<file path="config.mk">
export PLATFORM = sky130hd
export DESIGN_NAME = ifmap_read_addr_gen_flat
export DESIGN_NICKNAME = d
export VERILOG_FILES = /design/src/rtl/ifmap_read_addr_gen_if.sv /design/src/rtl/ifmap_read_addr_gen.sv /design/src/flat_wrapper.sv
export SDC_FILE = /design/constraint.sdc
export NUM_CORES = 1
export LEC_CHECK = 0
export BUFFER_PORTS_ARGS = -buffer_cell sky130_fd_sc_hd__buf_2
export CAP_MARGIN = 20
export CORE_MARGIN = 5
export CORE_UTILIZATION = 37
export DETAILED_ROUTE_END_ITERATION = 10
export MAX_ROUTING_LAYER = met4
export PLACE_DENSITY = 0.66
export SYNTH_ARGS = -nofsm -noshare
export SYNTH_HDL_FRONTEND = slang
export SYNTH_SLANG_ARGS = --single-unit
</file>
<file path="constraint.sdc">
create_clock -name clk -period 12.7 [get_ports clk]
set_clock_uncertainty 0.15 [all_clocks]
set_input_delay 0.635 -clock clk [delete_from_list [all_inputs] [get_ports clk]]
set_output_delay 0.635 -clock clk [all_outputs]
set_load 0.02 [all_outputs]
</file>
<file path="src/rtl/ifmap_read_addr_gen_if.sv">
// Bus between the IFMAP writer/control side and the read address generator.
// Carries the ovf flag only when IFRD_OVERFLOW_FLAG_EN is defined.
interface ifmap_read_addr_gen_if #(
  parameter int ADDR_W = 5,
  parameter int WIN_W  = 8
);
  logic              start;
  logic [WIN_W-1:0]  num_windows;
  logic              wr_en;
  logic              rd_en;
  logic [ADDR_W-1:0] rd_addr;
  logic              win_last;
  logic              busy;
  logic              done;
  logic              spad_full;
  logic [ADDR_W:0]   occ;
`ifdef IFRD_OVERFLOW_FLAG_EN
  logic              ovf;

  modport master (
    output start, num_windows, wr_en,
    input  rd_en, rd_addr, win_last, busy, done, spad_full, occ, ovf
  );
  modport slave (
    input  start, num_windows, wr_en,
    output rd_en, rd_addr, win_last, busy, done, spad_full, occ, ovf
  );
`else
  modport master (
    output start, num_windows, wr_en,
    input  rd_en, rd_addr, win_last, busy, done, spad_full, occ
  );
  modport slave (
    input  start, num_windows, wr_en,
    output rd_en, rd_addr, win_last, busy, done, spad_full, occ
  );
`endif
endinterface

</file>
<file path="src/rtl/ifmap_read_addr_gen.sv">
// Sliding-window read address generator over the circular IFMAP scratchpad.
// Optional sticky overflow flag (port ovf) enabled by macro IFRD_OVERFLOW_FLAG_EN.
module ifmap_read_addr_gen #(
  parameter int SPAD_DEPTH = 11,
  parameter int ADDR_W     = 5,
  parameter int FILT_LEN   = 4,
  parameter int STRIDE     = 1,
  parameter int WIN_W      = 8
) (
  input  logic                  clk,
  input  logic                  rst,
  ifmap_read_addr_gen_if.slave  bus
);

  localparam int OCC_W = ADDR_W + 1;
  localparam logic [OCC_W-1:0]  DEPTH_O  = OCC_W'(SPAD_DEPTH);
  localparam logic [OCC_W-1:0]  FILT_O   = OCC_W'(FILT_LEN);
  localparam logic [OCC_W-1:0]  STRIDE_O = OCC_W'(STRIDE);
  localparam logic [ADDR_W-1:0] K_LAST   = ADDR_W'(FILT_LEN - 1);

  typedef enum logic [2:0] {
    IDLE      = 3'd0,
    WAIT_DATA = 3'd1,
    READ      = 3'd2,
    ADVANCE   = 3'd3,
    DONE      = 3'd4
  } state_t;

  state_t            r_state;
  state_t            w_state_nxt;
  logic [ADDR_W-1:0] r_base;
  logic [ADDR_W-1:0] r_k;
  logic [WIN_W-1:0]  r_win_cnt;
  logic [WIN_W-1:0]  r_num_win;
  logic [OCC_W-1:0]  r_occ;
  logic              w_full;
  logic              w_inc;
  logic              w_last_win;
  logic [OCC_W-1:0]  w_rel;
  logic [OCC_W-1:0]  w_occ_nxt;

  // Operands are below SPAD_DEPTH (b at most SPAD_DEPTH), so one subtract wraps.
  function automatic logic [ADDR_W-1:0] mod_add(input logic [ADDR_W-1:0] a,
                                                 input logic [OCC_W-1:0]  b);
    logic [OCC_W-1:0] s;
    s = {1'b0, a} + b;
    if (s >= DEPTH_O) s = s - DEPTH_O;
    return s[ADDR_W-1:0];
  endfunction

  function automatic logic [OCC_W-1:0] occ_update(input logic [OCC_W-1:0] occ,
                                                  input logic             inc,
                                                  input logic [OCC_W-1:0] rel);
    logic [OCC_W:0] s;
    s = {1'b0, occ} + {{OCC_W{1'b0}}, inc};
    if (s < {1'b0, rel}) s = '0;
    else                 s = s - {1'b0, rel};
    if (s > {1'b0, DEPTH_O}) s = {1'b0, DEPTH_O};
    return s[OCC_W-1:0];
  endfunction

  assign w_full     = (r_occ == DEPTH_O);
  assign w_inc      = bus.wr_en && !w_full;
  assign w_last_win = (r_win_cnt == r_num_win - 1'b1);
  // The last window releases its whole footprint so the next row begins at the writer.
  assign w_rel      = (r_state != ADVANCE) ? '0 : (w_last_win ? FILT_O : STRIDE_O);
  assign w_occ_nxt  = occ_update(r_occ, w_inc, w_rel);

  always_ff @(posedge clk) begin
    if (rst) r_state <= IDLE;
    else     r_state <= w_state_nxt;
  end

  always_comb begin
    w_state_nxt = r_state;
    case (r_state)
      IDLE:      if (bus.start) w_state_nxt = (bus.num_windows == '0) ? DONE : WAIT_DATA;
      WAIT_DATA: if (r_occ >= FILT_O) w_state_nxt = READ;
      READ:      if (r_k == K_LAST) w_state_nxt = ADVANCE;
      ADVANCE:   w_state_nxt = w_last_win ? DONE : WAIT_DATA;
      DONE:      w_state_nxt = IDLE;
      default:   w_state_nxt = IDLE;
    endcase
  end

  always_ff @(posedge clk) begin
    if (rst) begin
      r_base    <= '0;
      r_k       <= '0;
      r_win_cnt <= '0;
      r_num_win <= '0;
      r_occ     <= '0;
    end else begin
      r_occ <= w_occ_nxt;
      case (r_state)
        IDLE:      if (bus.start) r_num_win <= bus.num_windows;
        WAIT_DATA: r_k <= '0;
        READ:      r_k <= (r_k == K_LAST) ? '0 : r_k + 1'b1;
        ADVANCE: begin
          r_base    <= mod_add(r_base, w_rel);
          r_win_cnt <= w_last_win ? '0 : r_win_cnt + 1'b1;
        end
        default: ;
      endcase
    end
  end

  assign bus.rd_en     = (r_state == READ);
  assign bus.rd_addr   = (r_state == READ) ? mod_add(r_base, {1'b0, r_k}) : '0;
  assign bus.win_last  = (r_state == READ) && (r_k == K_LAST);
  assign bus.busy      = (r_state != IDLE);
  assign bus.done      = (r_state == DONE);
  assign bus.spad_full = w_full;
  assign bus.occ       = r_occ;

`ifdef IFRD_OVERFLOW_FLAG_EN
  logic r_ovf;
  always_ff @(posedge clk) begin
    if (rst) r_ovf <= 1'b0;
    else if ((bus.wr_en && w_full) || ({1'b0, w_rel} > ({1'b0, r_occ} + {{OCC_W{1'b0}}, w_inc})))
      r_ovf <= 1'b1;
  end
  assign bus.ovf = r_ovf;
`endif

endmodule
</file>
<file path="src/flat_wrapper.sv">
// flat-port wrapper written by rule: the top's interface ports become plain ports
module ifmap_read_addr_gen_flat 
#(
  parameter int SPAD_DEPTH = 11,
  parameter int ADDR_W     = 5,
  parameter int FILT_LEN   = 4,
  parameter int STRIDE     = 1,
  parameter int WIN_W      = 8
)
  (clk, rst, bus_start, bus_num_windows, bus_wr_en, bus_rd_en, bus_rd_addr, bus_win_last, bus_busy, bus_done, bus_spad_full, bus_occ);
  ifmap_read_addr_gen_if #(.ADDR_W(ADDR_W), .WIN_W(WIN_W)) bus_i ();
  input  logic clk;
  input  logic rst;
  input wire logic [$bits(bus_i.start)-1:0] bus_start;
  input wire logic [$bits(bus_i.num_windows)-1:0] bus_num_windows;
  input wire logic [$bits(bus_i.wr_en)-1:0] bus_wr_en;
  output wire logic [$bits(bus_i.rd_en)-1:0] bus_rd_en;
  output wire logic [$bits(bus_i.rd_addr)-1:0] bus_rd_addr;
  output wire logic [$bits(bus_i.win_last)-1:0] bus_win_last;
  output wire logic [$bits(bus_i.busy)-1:0] bus_busy;
  output wire logic [$bits(bus_i.done)-1:0] bus_done;
  output wire logic [$bits(bus_i.spad_full)-1:0] bus_spad_full;
  output wire logic [$bits(bus_i.occ)-1:0] bus_occ;
  assign bus_i.start = bus_start;
  assign bus_i.num_windows = bus_num_windows;
  assign bus_i.wr_en = bus_wr_en;
  assign bus_rd_en = bus_i.rd_en;
  assign bus_rd_addr = bus_i.rd_addr;
  assign bus_win_last = bus_i.win_last;
  assign bus_busy = bus_i.busy;
  assign bus_done = bus_i.done;
  assign bus_spad_full = bus_i.spad_full;
  assign bus_occ = bus_i.occ;
  ifmap_read_addr_gen #(.SPAD_DEPTH(SPAD_DEPTH), .ADDR_W(ADDR_W), .FILT_LEN(FILT_LEN), .STRIDE(STRIDE), .WIN_W(WIN_W)) u_core (.clk(clk), .rst(rst), .bus(bus_i));
endmodule
</file>
# Word level (Yosys, flattened, before mapping)
# Index checks and enable logic that the tools add are counted.
# totals
inputBits	12
ff_bits	35
wordCells	58
# classes
eq_ne	11
n_addsub	9
n_reduce_logical	10
n_mux	16
magnitude_cmp	5
# op_table
operator	n
5-bit two-way mux	4
3-bit two-way mux	6
6-bit by 4-bit greater-or-equal comparator with 1-bit output, second input constant	2
3-bit one-hot mux with 4 select lines	1
5-bit one-hot mux with 2 select lines	1
5-bit by 4-bit subtractor with 5-bit output, second input constant	2
8-bit by 1-bit adder with 8-bit output, second input constant	1
8-bit == test	1
8-bit logical NOT	1
8-bit two-way mux	1
8-bit by 1-bit subtractor with 8-bit output, second input constant	1
6-bit by 1-bit adder with 7-bit output	1
7-bit by 4-bit > comparator with 1-bit output, second input constant	1
7-bit by 6-bit < comparator with 1-bit output	1
7-bit two-way mux	1
7-bit by 6-bit subtractor with 7-bit output	1
5-bit by 5-bit adder with 6-bit output	1
5-bit by 6-bit adder with 6-bit output	1
3-bit by 2-bit == test with 1-bit output, second input constant	2
6-bit by 4-bit == test with 1-bit output, second input constant	1
6-bit by 3-bit greater-or-equal comparator with 1-bit output, second input constant	1
6-bit two-way mux	1
5-bit by 1-bit adder with 5-bit output, second input constant	1
5-bit by 2-bit == test with 1-bit output, second input constant	1
other kinds (14)	16

# Depth between registers and ports, before layout
# Gate-level depths: netlist of the first run.
# logic_depth
depth_word	8
mapped_depth	16
depth_no_buf	16

# Worst setup path after synthesis of the first run
# OpenSTA, ideal clock, no wires.
# synth_path
path_kind	register to register
start	register u_core.r_num_win[0]
end	register u_core.r_base[3]
path_slack_ps	8554
arrival_ps	3875
n_path_buf	0
required_ps	12429
path_stages_with_launch	17
setup_ps	121
cell_sequence	dfxtp_1 inv_1 ha_1 and2_1 o21ai_0 a31oi_1 or2_1 o31ai_1 inv_1 ha_1 ha_1 ha_1 a2111o_1 a211oi_2 o21ai_0 a21oi_1 mux2_2
# synth_between
elab_chain_len	7
# synth_lines
item	line	source
start, declared	ifmap_read_addr_gen.sv:34	logic [WIN_W-1:0] r_num_win;
start signal, assigned	ifmap_read_addr_gen.sv:96	IDLE: if (bus.start) r_num_win <= bus.num_windows;
8-bit by 1-bit subtractor with 8-bit output *	ifmap_read_addr_gen.sv:64	assign w_last_win = (r_win_cnt == r_num_win - 1'b1);
8-bit == test *	ifmap_read_addr_gen.sv:64	
3-bit two-way mux *	ifmap_read_addr_gen.sv:66	assign w_rel = (r_state != ADVANCE) ? '0 : (w_last_win ? FILT_O : STRIDE_O);
6-bit two-way mux *	ifmap_read_addr_gen.sv:66	
5-bit by 6-bit adder with 6-bit output *	ifmap_read_addr_gen.sv:46	s = {1'b0, a} + b;
5-bit by 4-bit subtractor with 5-bit output / 6-bit by 4-bit greater-or-equal comparator with 1-bit output (equally long branches)	ifmap_read_addr_gen.sv:47	if (s >= DEPTH_O) s = s - DEPTH_O;
5-bit two-way mux *	ifmap_read_addr_gen.sv:47	
end signal, assigned	ifmap_read_addr_gen.sv:100	r_base <= mod_add(r_base, w_rel);
end, declared	ifmap_read_addr_gen.sv:31	logic [ADDR_W-1:0] r_base;
# Every way passes the cells marked *; elsewhere a longest branch is shown, timed or not.
# A chain may end at the register's enable or synchronous reset.

# Worst setup path in the final report of the first run
# Ends and elaborated chain as after synthesis.

==> results of run 1 <==
## flip-flops by register name, indices dropped and copies added (netlist names)
register	flops
u_core.r_win_cnt	8
u_core.r_state	3
u_core.r_num_win	8
u_core.r_base	5
u_core.bus.occ	6
u_core.r_k	5
## area by class of cell
type | instances | area share, %
Tap cell | 96 | 4.099
Clock inverter | 1 | 0.2562
Timing Repair Buffer | 27 | 4.611
Inverter | 15 | 1.921
Clock buffer | 7 | 3.288
Multi-Input combinational cell | 271 | 61.91
Sequential cell | 35 | 23.91
## cells in the final DEF (no fill, tap or decap), drive strengths merged, types with 2 or more instances in the layout
cell,count
nand2,37
dfxtp,35
nor2,31
buf,27
a21oi,27
ha,18
o21ai,14
inv,14
xor2,13
xnor2,12
nor3,10
nand3,10
a31oi,8
a211oi,8
a21o,7
clkbuf,7
nand2b,6
and3,5
nand4,4
mux2i,4
and2,4
nor4,4
o21a,3
and4,3
a31o,3
or3,3
nor3b,3
a211o,2
o2111ai,2
o21bai,2
o31ai,2
nand3b,2
a22oi,2
o32ai,2
conb,2
o41ai,2
## stage by stage
stage,hold WS [ns],utilization [%],worst slack (ns),cell area (sq um),std cells
floorplan,0.3023,-,8.554,2614,331
global placement,0.3323,41.37,8.386,2826,444
detailed placement,0.3319,41.37,8.187,2826,444
CTS,0.3422,42.89,8.171,2930,452
global route,0.3541,42.89,7.946,2930,452
finish,0.3455,42.89,8.168,2930,452
## synth_stat cells (all sizes together) (2+ instances only)
| cell | n | area (sq um) |
|---|---|---|
| a211o | 2 | 17.52 |
| xor2 | 13 | 121.4 |
| nor3b | 3 | 27.52 |
| or3 | 3 | 18.77 |
| a21o | 7 | 52.55 |
| a21oi | 27 | 138.9 |
| nand3 | 10 | 50.05 |
| and3 | 5 | 31.28 |
| nor2 | 31 | 118.9 |
| ha | 18 | 225.2 |
| a31oi | 8 | 50.05 |
| buf | 5 | 23.77 |
| o21a | 3 | 22.52 |
| o21bai | 2 | 15.01 |
| o21ai | 14 | 70.06 |
| nand2b | 6 | 37.54 |
| xnor2 | 12 | 105.1 |
| dfxtp | 35 | 700.7 |
| a31o | 3 | 26.28 |
| mux2i | 4 | 40.04 |
| inv | 14 | 52.55 |
| nand4 | 4 | 25.02 |
| clkbuf | 5 | 18.77 |
| and4 | 3 | 26.28 |
| o32ai | 2 | 17.52 |
| nand3b | 2 | 15.01 |
| nor3 | 10 | 50.05 |
| a211oi | 8 | 65.06 |
| nand2 | 37 | 138.9 |
| and2 | 4 | 25.03 |
| o41ai | 2 | 36.29 |
| o2111ai | 2 | 17.52 |
| a22oi | 2 | 15.01 |
| nor4 | 4 | 31.28 |
| o31ai | 2 | 15.01 |
## critical path: cells and delay by family, from the launching register on
| kind | cells | cell delay, ns |
|---|---|---|
| AOI/OAI and AO/OA | 7 | 1.69 |
| adders and majority gates | 4 | 1.10 |
| buffers and inverters | 2 | 0.19 |
| DFF | 1 | 0.45 |
| muxes | 1 | 0.35 |
| and+or+nand+nor | 2 | 0.49 |
## worst max-delay path by stage
stage                     cells after the start               end  slack [ns]           startpoint
after global placement                       16  u_core.r_base[3]        8.39  u_core.r_num_win[0]
after detailed placement                     16  u_core.r_base[3]        8.19  u_core.r_num_win[0]
final                                        16  u_core.r_base[3]        8.17  u_core.r_num_win[0]
after CTS                                    16  u_core.r_base[3]        8.17  u_core.r_num_win[0]
after floorplan                              16  u_core.r_base[3]        8.55  u_core.r_num_win[0]
after global routing                         16  u_core.r_base[3]        7.95  u_core.r_num_win[0]
## layer usage
layer / track usage, % / up-vias / wire, um
met4: 3.971 / 0 / 55
met1: 18.40 / 1098 / 2917
met2: 22.59 / 46 / 2649
met3: 2.163 / 5 / 200
met5: - / - / 0
li1: - / 1247 / -
## power groups by stage
stage	Sequential (mW)	Combinational, mW	Clock [mW]
3_5_place_dp	0.144	0.133	0
2_1_floorplan	0.135	0.111	0
4_1_cts	0.142	0.134	0.0923
6_report	0.142	0.133	0.0907
3_3_place_gp	0.144	0.130	0
5_1_grt	0.145	0.152	0.0976
## logic make-up (layout without fill, tap and decap cells)
logic type | after synthesis | count (layout) | share of synthesized area, %
XOR/XNOR | 25 | 25 | 8.677
other | 1 | 2 | 0.1437
AND/OR/NAND/NOR | 128 | 128 | 24.69
buffers and inverters | 25 | 50 | 3.787
adder cells (fa/ha/maj) | 19 | 19 | 9.396
AO/OA/AOI/OAI | 92 | 92 | 24.50
multiplexers | 5 | 5 | 1.966
flip-flops | 35 | 35 | 26.85
==> results_dict.tcl, run 1 <==
set metrics [dict create \
    run_status "completed" \
    postSynth.topFlopCell "dfxtp_1" \
    period_needed_ns 4.532 \
    hold_path_depth 2 \
    p_int_mw 0.2217 \
    ant_nets 0 \
    critical_path_fanouts_max 7 \
    cts-root-to-sink-buffers 2 \
    timing.reg2reg.setup_slack_ns 8.17 \
    totalNegativeSetupSlack_ns 0 \
    buffer_ports.inserted 27 \
    rows 30 \
    seq_power_share_pct 38.8 \
    timing.hold.worst_endpoint "u_core.r_num_win[7]" \
    hold_start "u_core.r_num_win[7]" \
    clock_power_share_pct 24.8 \
    number_of_pins_with_negative_max_slew_slack_in_the_final_report 0 \
    post_cts_buffers 0 \
    drc_violations 0 \
    routed_wirelength_um 5823 \
    finish.net_count 386 \
    number_of_antenna_violations_at_the_first_check_in_global_routing 0 \
    timing.final.crit_share_pct 35.68 \
    sw_frac_of_total_pct 39.38 \
    finalSetupViolations 0 \
    seqCellArea_sq_um 700.7 \
    worstSetupStartpointType "flop" \
    first_global_vias 2202 \
    yosysSeqAreaShare_pct 26.85 \
    cp_common_cell "ha_1" \
    routed_via_count 2396 \
    netSwitchingPower_mw 0.1440 \
    clkSinkCount 35 \
    grt_overflow_total 0 \
    criticalPathCategory "flop to flop" \
    hold_viol 0 \
    drive_gt1_share_pct 13.48 \
    cts.htree.levels 2 \
    dieArea_sq_mm 0.008834 \
    drt_first_pass_iters 4 \
    powerDensity_mw_per_mm2 124.8 \
    remaining_max_slew_budget_at_the_tightest_pin_pct 55.39 \
    worst_hold_path_type "flop to flop" \
    crit_slowest_cell "dfxtp_1" \
    clk_pin_slew_worst_paths_ns 0.08 \
    synth_warnings 0 \
    count_of_max_cap_constraint_violations 0 \
    initial_util_pct 38.21 \
    routedWlPerCell_um 12.88 \
    synth_edf_count 0 \
    crit_path_end_kind "flop" \
    initialDrtViolationCount 164 \
    max-vdd-ir-drop_v 0.00006915 \
    cts_hold_buf 0 \
    worst_ep_required_time_ns 12.73 \
    antenna_cells_inserted 0 \
    max_stage_delay_ns 0.45 \
    grt_max_degree 29 \
    num-fill-cells 707 \
    worst_r2r_path_depth 16 \
    combPwrFrac_pct 36.4 \
    power.total_mw 0.3658 \
    cellLeakagePower_nw 1.271 \
    dp.final_hpwl_um 4516 \
    syn-instance-count 330 \
    pin_count 28 \
    grt_first_pass_wirelength_um 9984 \
    floorplan.die.width_um 93.99 \
    clkLatencyLatePin_ns 0.29 \
    cp_cell_sequence "inv_1 -> ha_1 -> and2_1 -> o21ai_0 -> a31oi_1 -> or2_1 -> o31ai_1 -> inv_1 -> ha_1 -> ha_1 -> ha_1 -> a2111o_1 -> a211oi_2 -> o21ai_0 -> a21oi_1 -> mux2_2" \
    syn-cell-area_sq_mm 0.002610 \
    grt_usage_pct 14.08 \
    routabilityCongestion 0.9189 \
    vias_per_cell 5.301 \
    dieHeight_um 93.99 \
    synth_area_per_cell_sq_um 7.909 \
    clock-root-buffer "clkbuf_8" \
    timing.fmax_mhz 220.7 \
    ys_async_sr_fraction_pct 0 \
    core_area_sq_mm 0.006832 \
    cts_resized 0 \
    critical_path.reg2reg.startpoint "u_core.r_num_win[0]" \
    worst-slew-pin-transition_ns 0.6663 \
    rsz0062_at_grt "false" \
    layout-area-overhead-vs-synth_pct 12.27 \
    cts_buffers 5 \
    endpoint_of_the_lowest_slack_register_to_register_path "u_core.r_base[3]" \
    cp_data_arrival_time_ns 4.57 \
    ys_seq_elements 35 \
    synth.lib_cells_used.distinct 64 \
    area_occupied_by_multi_input_gates_sq_mm 0.001814 \
    tritoncts "built" \
]
No activity file was read; power rests on OpenSTA's default activity.
==> inputs of run 2 (changes only) <==
ABC_AREA = 1   (was default)
PLACE_DENSITY = 0.68   (was 0.66)
clock period = 4 ns   (was 12.7 ns; I/O delays follow)
==> results_dict.tcl, run 2 <==
set metrics [dict create \
    hold_viol 0 \
    syn-cell-area_sq_mm 0.002673 \
    period_needed_ns 3.386 \
    number_of_pins_with_negative_max_slew_slack_in_the_final_report 0 \
    drt_first_pass_iters 4 \
    buffer_ports.inserted 27 \
    hold_start "bus_num_windows[6]" \
    floorplan.die.width_um 94.99 \
    dieHeight_um 94.99 \
    cts-root-to-sink-buffers 2 \
    number_of_antenna_violations_at_the_first_check_in_global_routing 0 \
    sw_frac_of_total_pct 42.79 \
    cts.htree.levels 2 \
    worstSetupStartpointType "flop" \
    syn-instance-count 407 \
    seq_power_share_pct 36.4 \
    post_cts_buffers 0 \
    cp_common_cell "nand2_1" \
    totalNegativeSetupSlack_ns 0 \
    layout-area-overhead-vs-synth_pct 11.89 \
    postSynth.topFlopCell "dfxtp_1" \
    pin_count 28 \
    clock_power_share_pct 21.0 \
    worst_r2r_path_depth 20 \
    routed_via_count 2570 \
    synth_area_per_cell_sq_um 6.566 \
    endpoint_of_the_lowest_slack_register_to_register_path "u_core.r_base[3]" \
    worst_hold_path_type "input port to flop" \
    post-synth-top-count-cell "nand2_1" \
    initial_util_pct 37.45 \
    synth_area_leaders "dfxtp_1 26%, nand2_1 13%, ha_1 8.4%" \
    critical_path_fanouts_max 8 \
    clk_pin_slew_worst_paths_ns 0.07 \
    fin_worst_hold_slack_ns 0.04129 \
    cts_hold_buf 0 \
    top_cells_by_instance_count_after_synthesis "96 x nand2_1, 55 x inv_1, 35 x dfxtp_1" \
    routedWlPerCell_um 10.86 \
    crit_slowest_cell "dfxtp_1" \
    postPlaceCellArea_sq_mm 0.002903 \
    grt_max_degree 19 \
    dp.final_hpwl_um 4619 \
    cp_data_arrival_time_ns 3.43 \
    routabilityCongestion 0.9229 \
    timing.reg2reg.setup_slack_ns 0.61 \
    synth.largest_area_cell "dfxtp_1" \
    vias_per_cell 4.804 \
    initialDrtViolationCount 131 \
    synth.lib_cells_used.distinct 34 \
    mostFrequentLayoutCell "nand2_1" \
    combPwrFrac_pct 42.6 \
    crit_path_end_kind "flop" \
    grt_usage_pct 14.22 \
    critical_path.reg2reg.startpoint "u_core.r_num_win[0]" \
    cp_cell_sequence "inv_1 -> ha_1 -> nand3_2 -> nor2_1 -> nand2_1 -> nand2_1 -> nand2_1 -> nor2_1 -> nand2_2 -> nand2_1 -> inv_2 -> ha_1 -> ha_1 -> ha_1 -> o211ai_1 -> nand3b_2 -> nand3_1 -> nand3_1 -> nand2_1 -> inv_1" \
    cts_buffers 5 \
    dp.cells 528 \
    synth_warnings 0 \
    powerDensity_mw_per_mm2 422.0 \
    core_area_sq_mm 0.007137 \
    cellLeakagePower_nw 1.476 \
    path_delay_family "simple AND/OR/NAND/NOR gates" \
    tritoncts "built" \
    first_global_vias 2249 \
    drive_gt1_share_pct 15.60 \
    grt_first_pass_wirelength_um 10010 \
    max-vdd-ir-drop_v 0.0001330 \
    count_of_max_cap_constraint_violations 0 \
    path_buf_inv 3 \
    hold_path_depth 3 \
    remaining_max_slew_budget_at_the_tightest_pin_pct 64.20 \
    grt_overflow_total 0 \
    timing.final.crit_share_pct 84.66 \
    drc_violations 0 \
    criticalPathCategory "flop to flop" \
    synth_top_area_share_pct 26.22 \
    synth_edf_count 0 \
    ys_seq_elements 35 \
    routed_wirelength_um 5809 \
    p_int_mw 0.7219 \
    fin_cells 535 \
    netSwitchingPower_mw 0.5400 \
    final_standard_cell_area_without_fillers_sq_mm 0.002990 \
    dieArea_sq_mm 0.009023 \
    yosysSeqAreaShare_pct 26.22 \
    rows 31 \
    finalSetupViolations 0 \
    rsz0062_at_grt "false" \
    antenna_cells_inserted 0 \
    run_status "completed" \
    worst_ep_required_time_ns 4.05 \
    max_stage_delay_ns 0.34 \
    clkLatencyLatePin_ns 0.29 \
    ys_async_sr_fraction_pct 0 \
    clock-root-buffer "clkbuf_8" \
    timing.fmax_mhz 295.3 \
    cts_resized 0 \
    clkSinkCount 35 \
    timing.hold.worst_endpoint "u_core.r_num_win[6]" \
    ant_nets 0 \
    worst-slew-pin-transition_ns 0.5364 \
    finish.net_count 467 \
    layout_common_cells "96 x nand2_1, 55 x inv_1, 35 x dfxtp_1, 34 x nor2_1, 32 x nand3_1" \
]
run 2: cell count changes in the layout (fill, tap and decap cells not counted), sizes merged, moves of 6 or more:
cell and change:
nand2 +66, inv +52, nand3 +29, nor2 +9, o21ai +9, a31oi -8
nand4 +8, a211oi -7, a21o -7, nand2b -6
run 2: per-layer routing:
| layer | global-route usage [%] | up-vias | share of wire, % |
|---|---|---|---|
| li1 | - | 1364 | - |
| met1 | 17.70 | 1162 | 47 |
| met2 | 23.49 | 37 | 48 |
| met3 | 2.709 | 7 | 3.2 |
| met4 | 3.966 | 0 | 1.2 |
| met5 | - | - | 0 |
run 2: worst max-delay path by stage:
stage / from / slack (ns) / to / depth (start not counted)
floorplan: u_core.r_num_win[0] / 0.95 / u_core.r_base[3] / 21
global placement: u_core.bus.occ[4] / 0.75 / u_core.bus.occ[0] / 16
detailed placement: u_core.r_num_win[0] / 0.64 / u_core.r_base[3] / 20
CTS: u_core.r_num_win[0] / 0.62 / u_core.r_base[3] / 20
global route: u_core.r_num_win[0] / 0.29 / u_core.r_base[1] / 20
finish: u_core.r_num_win[0] / 0.61 / u_core.r_base[3] / 20
run 2: logic make-up (layout without fill, tap and decap cells):
| logic type | Yosys count | count (layout) | share of synthesized area [%] |
|---|---|---|---|
| AOI/OAI and AO/OA | 57 | 57 | 11.70 |
| xor gates and xnor gates | 19 | 19 | 6.227 |
| buffers and inverters | 73 | 101 | 10.63 |
| DFF | 35 | 35 | 26.22 |
| and+or+nand+nor | 203 | 203 | 35.91 |
| other | 1 | 2 | 0.1403 |
| adders and majority gates | 19 | 19 | 9.176 |
run 2: power groups by stage:
stage / clock, mW / sequential [mW] / combinational (mW)
4_1_cts: 0.273 / 0.460 / 0.541
6_report: 0.265 / 0.460 / 0.538
5_1_grt: 0.290 / 0.468 / 0.619
3_3_place_gp: 0 / 0.466 / 0.532
2_1_floorplan: 0 / 0.460 / 0.426
3_5_place_dp: 0 / 0.468 / 0.540
run 2: metrics by stage:
step | utilization, % | power [mW] | setup WS (ns)
global placement | 40.67 | 0.9978 | 0.7481
detailed placement | 40.67 | 1.008 | 0.6370
CTS | 41.90 | 1.274 | 0.6223
global route | 41.90 | 1.377 | 0.2860
finish | 41.90 | 1.262 | 0.6136
floorplan | - | 0.8859 | 0.9521
run 2: worst reg2reg max path, cell delays in order, from the launching register on:
cell and delay, ns:
dfxtp_1 0.34, inv_1 0.16, ha_1 0.25, nand3_2 0.14
nor2_1 0.11, nand2_1 0.05, nand2_1 0.06, nand2_1 0.05
nor2_1 0.12, nand2_2 0.09, nand2_1 0.12, inv_2 0.07
ha_1 0.22, ha_1 0.32, ha_1 0.25, o211ai_1 0.30
nand3b_2 0.22, nand3_1 0.12, nand3_1 0.08, nand2_1 0.06
inv_1 0.03
run 2: final cells by class:
class | instances | area (sq um)
clock buffer | 6 | 82.58
clock inverter | 1 | 5.005
fill | 788 | 4146
inverter | 67 | 251.5
multi-input combinational | 300 | 1692
sequential | 35 | 700.7
tap | 99 | 123.9
timing repair buffer | 27 | 135.1
==> inputs of run 3 (changes only) <==
PLACE_DENSITY = 0.66   (was 0.68)
clock period = 3.2 ns   (was 4 ns; I/O delays follow)
==> results_dict.tcl, run 3 (synthesized netlist as in run 2, its figures left out) <==
set metrics [dict create \
    worst_hold_path_type "input port to flop" \
    fin_cells 544 \
    worst_ep_required_time_ns 3.23 \
    hold_viol 0 \
    core_area_sq_mm 0.007137 \
    final_standard_cell_area_without_fillers_sq_mm 0.003148 \
    routedWlPerCell_um 10.98 \
    cts-root-to-sink-buffers 2 \
    dp.cells 535 \
    grt_first_pass_wirelength_um 10450 \
    number_of_pins_with_negative_max_slew_slack_in_the_final_report 0 \
    clkSinkCount 35 \
    pin_count 28 \
    endpoint_of_the_lowest_slack_register_to_register_path "u_core.bus.occ[1]" \
    grt_max_degree 19 \
    powerDensity_mw_per_mm2 511.3 \
    num-fill-cells 750 \
    final_core_occ_pct 44.11 \
    clock-root-buffer "clkbuf_8" \
    vias_per_cell 4.752 \
    layout-area-overhead-vs-synth_pct 17.79 \
    max-vdd-ir-drop_v 0.0001718 \
    criticalPathCategory "flop to flop" \
    buffer_ports.inserted 27 \
    rows 31 \
    postPlaceCellArea_sq_mm 0.002955 \
    routabilityCongestion 0.9101 \
    rsz0062_at_grt "false" \
    run_status "completed" \
    drive_gt1_share_pct 21.57 \
    dp.final_hpwl_um 4856 \
    clk_pin_slew_worst_paths_ns 0.07 \
    grt_usage_pct 14.63 \
    first_global_vias 2412 \
    remaining_max_slew_budget_at_the_tightest_pin_pct 65.38 \
    period_needed_ns 3.030 \
    floorplan.die.width_um 94.99 \
    routed_wirelength_um 5971 \
    clkLatencyLatePin_ns 0.29 \
    dieHeight_um 94.99 \
    worst-slew-pin-transition_ns 0.5187 \
    dieArea_sq_mm 0.009023 \
    worstSetupStartpointType "flop" \
    finish.net_count 475 \
    critical_path_fanouts_max 6 \
    cellLeakagePower_nw 1.514 \
    hold_path_depth 3 \
    timing.fmax_mhz 330.0 \
    cts_buffers 5 \
    drt_first_pass_iters 5 \
    timing.final.crit_share_pct 94.69 \
    finalSetupViolations 0 \
    cts_hold_buf 0 \
    cts.htree.levels 2 \
    layout_common_cells "95 x nand2_1, 53 x inv_1, 31 x nand3_1, 31 x dfxtp_1, 30 x nor2_1" \
    count_of_max_cap_constraint_violations 0 \
    mostFrequentLayoutCell "nand2_1" \
    cp_data_arrival_time_ns 3.06 \
    antenna_cells_inserted 0 \
    timing.reg2reg.setup_slack_ns 0.17 \
    initial_util_pct 37.45 \
    number_of_antenna_violations_at_the_first_check_in_global_routing 0 \
    crit_path_end_kind "flop" \
    drc_violations 0 \
    timing.hold.worst_endpoint "u_core.r_num_win[6]" \
    routed_via_count 2585 \
    ant_nets 0 \
    critical_path.reg2reg.startpoint "u_core.bus.occ[5]" \
    hold_start "bus_num_windows[6]" \
    grt_overflow_total 0 \
    tritoncts "built" \
    initialDrtViolationCount 82 \
    worst_r2r_path_depth 16 \
]
## run 3: worst max-delay path: stages (launching register included)
cell and delay (ns):
dfxtp_2 0.36, nor2_4 0.11, nand3_2 0.10, o31ai_4 0.23, inv_1 0.07, ha_1 0.24
ha_4 0.20, xor2_1 0.14, ha_1 0.34, a21oi_2 0.23, nand2_2 0.10, nor2_4 0.11
nand3_4 0.12, a21oi_4 0.21, nand4_1 0.10, nand2_1 0.07, inv_1 0.04
## run 3: through the flow
step | power (mW) | setup slack (ns) | TNS, ns | hold slack (ns)
floorplan | 1.107 | 0.1521 | 0 | 0.1762
global placement | 1.263 | 0.04805 | 0 | 0.3078
detailed placement | 1.279 | -0.08444 | -0.3437 | 0.3116
CTS | 1.591 | 0.04633 | 0 | 0.005889
global route | 1.763 | 0.001924 | 0 | 0.004169
finish | 1.610 | 0.1699 | 0 | 0.01094
## run 3: how the worst max path moves through the flow
| stage | start | end | cells past startpoint |
|---|---|---|---|
| 2_1_floorplan | u_core.r_num_win[0] | u_core.r_base[3] | 21 |
| 3_3_place_gp | u_core.bus.occ[5] | u_core.bus.occ[0] | 16 |
| 3_5_place_dp | u_core.bus.occ[5] | u_core.bus.occ[3] | 16 |
| 4_1_cts | u_core.bus.occ[5] | u_core.bus.occ[3] | 16 |
| 5_1_grt | u_core.r_num_win[0] | u_core.r_base[3] | 21 |
| 6_report | u_core.bus.occ[5] | u_core.bus.occ[1] | 16 |
## run 3: what timing repair did
item | CTS | global route
resized for setup | 3 | 21
setup buffers | 1 | 0
endpoints found under the setup margin | 9 | 9
pin swaps | 2 | 4
## run 3: layer usage
metal / wire, um / GRT usage [%] / up-vias / share of wire (%)
li1: - / - / 1388 / -
met1: 2706 / 16.92 / 1165 / 45
met2: 3058 / 26.01 / 25 / 51
met3: 139 / 2.390 / 7 / 2.3
met4: 68 / 4.087 / 0 / 1.1
met5: 0 / - / - / 0
## run 3: area by class of cell
class / instances / area [sq um] / share of cell area [%]
Multi-Input combinational cell: 300 / 1788 / 56.80
Sequential cell: 35 / 705.7 / 22.42
Inverter: 67 / 251.5 / 7.989
Timing Repair Buffer: 35 / 195.2 / 6.200
Tap cell: 99 / 123.9 / 3.935
Clock buffer: 5 / 68.82 / 2.186
Clock inverter: 3 / 15.01 / 0.4769
## run 3: power by group
| group | internal, mW | total [mW] | switching [mW] | leakage (nW) |
|---|---|---|---|---|
| Clock | 0.149 | 0.309 | 0.160 | 0.0477 |
| Sequential | 0.499 | 0.579 | 0.0797 | 0.287 |
| Combinational | 0.267 | 0.721 | 0.454 | 1.18 |
